### config.mk
export PLATFORM = sky130hd
export DESIGN_NAME = spi_ram_ctrl
export DESIGN_NICKNAME = d
export VERILOG_FILES = /design/src/rtl/spi_ram_ctrl.sv
export SDC_FILE = /design/constraint.sdc
export NUM_CORES = 2
export LEC_CHECK = 0
export ABC_AREA = 1
export CORE_MARGIN = 10
export CORE_UTILIZATION = 45
export DETAILED_ROUTE_END_ITERATION = 10
export GPL_ROUTABILITY_DRIVEN = 0
export PLACE_DENSITY = 0.69
export SLEW_MARGIN = 20
export SYNTH_ARGS = -nofsm -noshare
export SYNTH_HDL_FRONTEND = slang
export SYNTH_SLANG_ARGS = --single-unit
### constraint.sdc
create_clock -name clk -period 2.3 [get_ports clk]
set_clock_uncertainty 0.05 [all_clocks]
set_input_delay 0.23 -clock clk [delete_from_list [all_inputs] [get_ports clk]]
set_output_delay 0.23 -clock clk [all_outputs]
set_load 0.01 [all_outputs]
### src/rtl/spi_ram_ctrl.sv
// Command decoder and 8-bit RAM behind an SPI slave: address-latch, write and
// read commands arrive as 10-bit words qualified by a level-held rx_valid.
module spi_ram_ctrl #(
    parameter int MEM_DEPTH = 256,
    parameter int ADDR_SIZE = 8,
    parameter int AUTO_INC  = 0
) (
    input  logic       clk,
    input  logic       rst,
    input  logic [9:0] din,
    input  logic       rx_valid,
    output logic [7:0] dout,
    output logic       tx_valid,
    output logic       err
);

    typedef enum logic [1:0] {
        IDLE = 2'd0,
        EXEC = 2'd1,
        HOLD = 2'd2
    } state_t;

    localparam logic [1:0] OP_WR_ADDR = 2'b00;
    localparam logic [1:0] OP_WR_DATA = 2'b01;
    localparam logic [1:0] OP_RD_ADDR = 2'b10;
    localparam logic [1:0] OP_RD_DATA = 2'b11;

    state_t               state;
    logic                 rx_prev;
    logic                 rst_block;
    logic [ADDR_SIZE-1:0] wr_addr;
    logic [ADDR_SIZE-1:0] rd_addr;
    logic                 wr_addr_set;
    logic                 rd_addr_set;
    logic [7:0]           mem [MEM_DEPTH];

    logic                 accept;
    logic [1:0]           opcode;
    logic [ADDR_SIZE-1:0] payload_addr;

    assign opcode       = din[9:8];
    assign payload_addr = din[ADDR_SIZE-1:0];

    // rst_block keeps an rx_valid that was already high at reset release from
    // looking like a fresh edge until it has been seen low at least once.
    assign accept = (state == IDLE) && rx_valid && !rx_prev && !rst_block;

    always_ff @(posedge clk) begin
        if (!rst && accept && opcode == OP_WR_DATA && wr_addr_set)
            mem[wr_addr] <= din[7:0];
    end

    always_ff @(posedge clk) begin
        if (rst) begin
            state       <= IDLE;
            rx_prev     <= 1'b0;
            rst_block   <= 1'b1;
            wr_addr     <= '0;
            rd_addr     <= '0;
            wr_addr_set <= 1'b0;
            rd_addr_set <= 1'b0;
            dout        <= 8'h00;
            tx_valid    <= 1'b0;
            err         <= 1'b0;
        end else begin
            rx_prev <= rx_valid;
            err     <= 1'b0;
            if (!rx_valid)
                rst_block <= 1'b0;

            case (state)
                IDLE: if (accept) state <= EXEC;
                EXEC: state <= rx_valid ? HOLD : IDLE;
                HOLD: if (!rx_valid) state <= IDLE;
                default: state <= IDLE;
            endcase

            if (accept) begin
                tx_valid <= 1'b0;
                case (opcode)
                    OP_WR_ADDR: begin
                        wr_addr     <= payload_addr;
                        wr_addr_set <= 1'b1;
                    end
                    OP_WR_DATA: begin
                        if (!wr_addr_set)
                            err <= 1'b1;
                        else if (AUTO_INC != 0)
                            wr_addr <= wr_addr + ADDR_SIZE'(1);
                    end
                    OP_RD_ADDR: begin
                        rd_addr     <= payload_addr;
                        rd_addr_set <= 1'b1;
                    end
                    OP_RD_DATA: begin
                        if (!rd_addr_set) begin
                            err <= 1'b1;
                        end else begin
                            dout     <= mem[rd_addr];
                            tx_valid <= 1'b1;
                            if (AUTO_INC != 0)
                                rd_addr <= rd_addr + ADDR_SIZE'(1);
                        end
                    end
                    default: err <= 1'b0;
                endcase
            end
        end
    end

endmodule

==> results list <==
- Result of the run: complete, but fails checks
- The checks that failed: negative setup slack.
- Register area: slightly above 0.06 mm^2
- Walking the worst path, the cells encountered are buf_6 > buf_12 > buf_12 > buf_16 > nand2_1 > nand3_1 > nand3_2 > nand3_2 > nand3_2 > nand3_2 > nand3_2 > buf_4 > nand2_1 > nand2_1 > nand3_1 > nand2_1 > inv_1.
* Clock tree from TritonCTS: built
* Clock latency reported for the late side of the worst-skew pair: 0.84 ns
* # nets final: 7574
- For the worst setup path, the data arrival time is 3.10 ns.
* Largest net degree at the start of global routing: 86
- Number of setup violations in the final report: 1191
- Post-Syn Instances: 7091
- Initial DRT Pass Iterations: 8
* WP buf/inv: 6
- The detail route stage leaves a number of antenna-violating nets equal to 0.
- Worst-Margin Slew: 1.03 ns
- The initial antenna violation count is 4.
- Number of endpoints with negative hold slack in the final report: 0
- After synthesis, the mean cell area works out to 11.9 um^2.
* HPWL Detailed: 145000 um
* Top cell type's share of synthesized area: about three quarters
- LEAKAGE: 36.0 nW
- Number of inserted filler cells in the final layout: 14700
- In the synthesized netlist the async set-or-reset flop fraction comes to 0%.
* Effective utilization at floorplan: between 40% and 50%
* Overall Global Routing Usage: about 23%
- On the critical path the largest part of the delay comes from simple AND/OR/NAND/NOR gates.
- Setup repair after global routing could not meet its margin everywhere.
* Maximum cell stage delay along the critical path: approximately 0.38 ns
- The multi-input combinational cells in the finished layout cover a total of 0.0211 mm^2.
- P&R area growth vs syn: 21.2%
* H-tree level count: 4
- Timing would allow up to 415 MHz.
* Max_cap viols: 0
* Clock transition at the register clock pins on the worst setup and hold paths after CTS: 0.07 ns
- Post-synth top flop: edfxtp_1
- The path class of the tightest hold or removal check is in2reg.
- The detailed router finished its first iteration with 8776 violations.
- Req. time, crit path: around 3 ns
- Sort of element at the start of the critical path: register
- Number of synthesized flops with an enable pin: 2048
- The number of max-slew violations in the final report was 0.
* Syn_nets: about 7000
- Sort of element at the end of the critical path: register
- Ranked by instance count, the synthesized netlist is headed by nand2_1, edfxtp_1, nand3_1.
* Register bit count reported by yosys: 2080
- The first global-routing pass estimated 354000 um of wire.
- CP max-delay cell: dfxtp_4
* Pre-CTS setup slack: -0.598 ns
* Syn. warnings: 0
* Most frequent cell on the critical path: nand3_2
- The die covers about 0.20 mm^2.
- Share of layout cells above drive strength 1: 16.6%
* Floorplan Core Area: 0.186 mm^2
- Once layout is complete, the utilization of the core stands at about 55%.
- The total overflow left after global routing is 0.
- Clock tree buffer depth: 3
* Cell row count: about 160
- For this run, design rule violations remaining after detail routing come to 0.
- Ranked by total cell area, the synthesized netlist is headed by edfxtp_1, nand3_1, nand2_1.
* Top-count cell post-synth: nand2_1
- Clock buffers created by TritonCTS: 201
* Unique cell type count in the Yosys netlist: 22
- Largest fanout on the critical path: 25
* Worst hold slack: 0.168 ns
* Pwr per Cell Area: 753 mW/mm^2
- IR analysis of the VDD net gives a maximum drop of 0.650 mV.
- The final layout contains routed wiring with a total length of 247000 um.
- Number of buffers added on ports: 22
- Via count of the first global-routing pass: 56900
- Via Count: 59300
- Final period utilization: 105%
- The mapped netlist covers 0.0842 mm^2.
- The clock drives 2080 sinks.
* Via-to-Cell Ratio: 5.81
- IO Count: 23
- The root buffer cell chosen for the clock tree is clkbuf_16.
- Measured against its own limit, the worst slew margin works out to 30.9%.
- edfxtp_1 takes more of the synthesized area than any other cell.
* Register area share after synthesis: about three quarters
* Overall die width: 453 um
* Setup slack after layout: -0.109 ns
- The worst setup path is of the reg2reg kind.
* Die Span Y: ~450 um
- Per-cell routed wire length: 24.1 um
* Time the final worst path needs with I/O delays and setup: 2.41 ns
repair_timing:
item | in CTS | in global routing
resized for setup | 135 | 419
endpoints found under the setup margin | 499 | 2055
cloned | 14 | 26
pin swaps | 11 | 25
hold buffers | 9 | 0
buffers inserted | 9 | 13
endpoints found under the hold margin | 529 | 0
worst min-delay path, stage by stage:
cell	delay [ns]
clkdlybuf4s50_1	0.43
nand2_1	0.12
o22ai_1	0.07
and3_1	0.16
area by class of cell:
type,count,share of cell area [%]
repair inverters,3,0.0564
inverters,37,0.169
diodes,5,0.0123
repair buffers,751,8.95
clock buffers,234,5.05
well taps,2480,3.04
clock inverters,142,1.18
flip-flops and latches,2080,60.9
multi-input cells,4487,20.6
path summary, 6_finish.rpt:
kind / cells past startpoint / start / slack (ns) / endpoint
max: 17 / rd_addr[0] / -0.11 / dout[2]
min: 4 / din[8] / 0.17 / err
max reg2reg: 17 / rd_addr[0] / -0.11 / dout[2]
min reg2reg: 2 / tx_valid / 0.42 / tx_valid
cells in the final DEF, fill, tap and decap left out, types with 5 or more instances in the layout:
cell type        netlist  layout
clkbuf_1             119      33
diode_2                0       5
dfxtp_1               32      23
inv_6                  0       5
dlygate4sd3_1          0       9
clkbuf_16              0     224
buf_6                 14     113
edfxtp_1            2048    2048
inv_1                 31      29
nor2_4                 0      83
nand3_4                0      18
nand2_8                0       8
dfxtp_2                0       5
nor2_1               288     189
buf_8                  0      12
nand3_2                0     112
buf_16                 0      34
clkdlybuf4s50_1        0      14
clkinv_1               3      58
a21oi_1               19      19
clkinv_2               0      45
nand2_2                0       6
clkinvlp_4             0      10
bufinv_16              0      16
nand2_1             2130    2112
buf_12                 0     139
o21ai_0               17      17
nor2_2                 2      18
nand3_1             2024    1894
buf_4                 73     403
metrics by stage:
stage / TNS (ns) / power, W / area (um^2) / std cells
4_1_cts: -3.69 / 0.0768 / 99500 / 10200
5_1_grt: -179.62 / 0.0788 / 102000 / 10200
3_3_place_gp: -784.36 / 0.0452 / 91900 / 9768
3_5_place_dp: -669.69 / 0.0453 / 91900 / 9768
6_report: -38.72 / 0.0769 / 102000 / 10200
2_1_floorplan: 0 / 0.0436 / 84200 / 7091
flip-flops by register name, summed over array words and instances (netlist names):
register and count:
rd_addr 8, rd_addr_set 1, state 2, rst_block 1, tx_valid 1, err 1, wr_addr_set 1, wr_addr 8
mem 2048, dout 8, rx_prev 1
routing by layer:
layer  up-vias  global-route usage (%)  wire length (um)
met1     28700                    29.7             90100
met4         2                    11.0             14000
li1      26200                       -                 -
met5         -                       0                11
met2      3732                    36.4            114000
met3       723                    4.34             28500
kinds of logic after synthesis:
family / share of synthesized area [%]
DFF: 73.8
buffers and inverters: 3.15
AOI/OAI and AO/OA: 0.221
and+or+nand+nor: 22.9
power by group:
| part | internal, W | switching, W | leakage (nW) | total, W |
|---|---|---|---|---|
| sequential | 0.0416 | 0.0000182 | 18.7 | 0.0416 |
| clock | 0.0179 | 0.0142 | 3.11 | 0.0320 |
| combinational | 0.000923 | 0.00228 | 14.2 | 0.00320 |
Power figures use the tool's default switching activity.
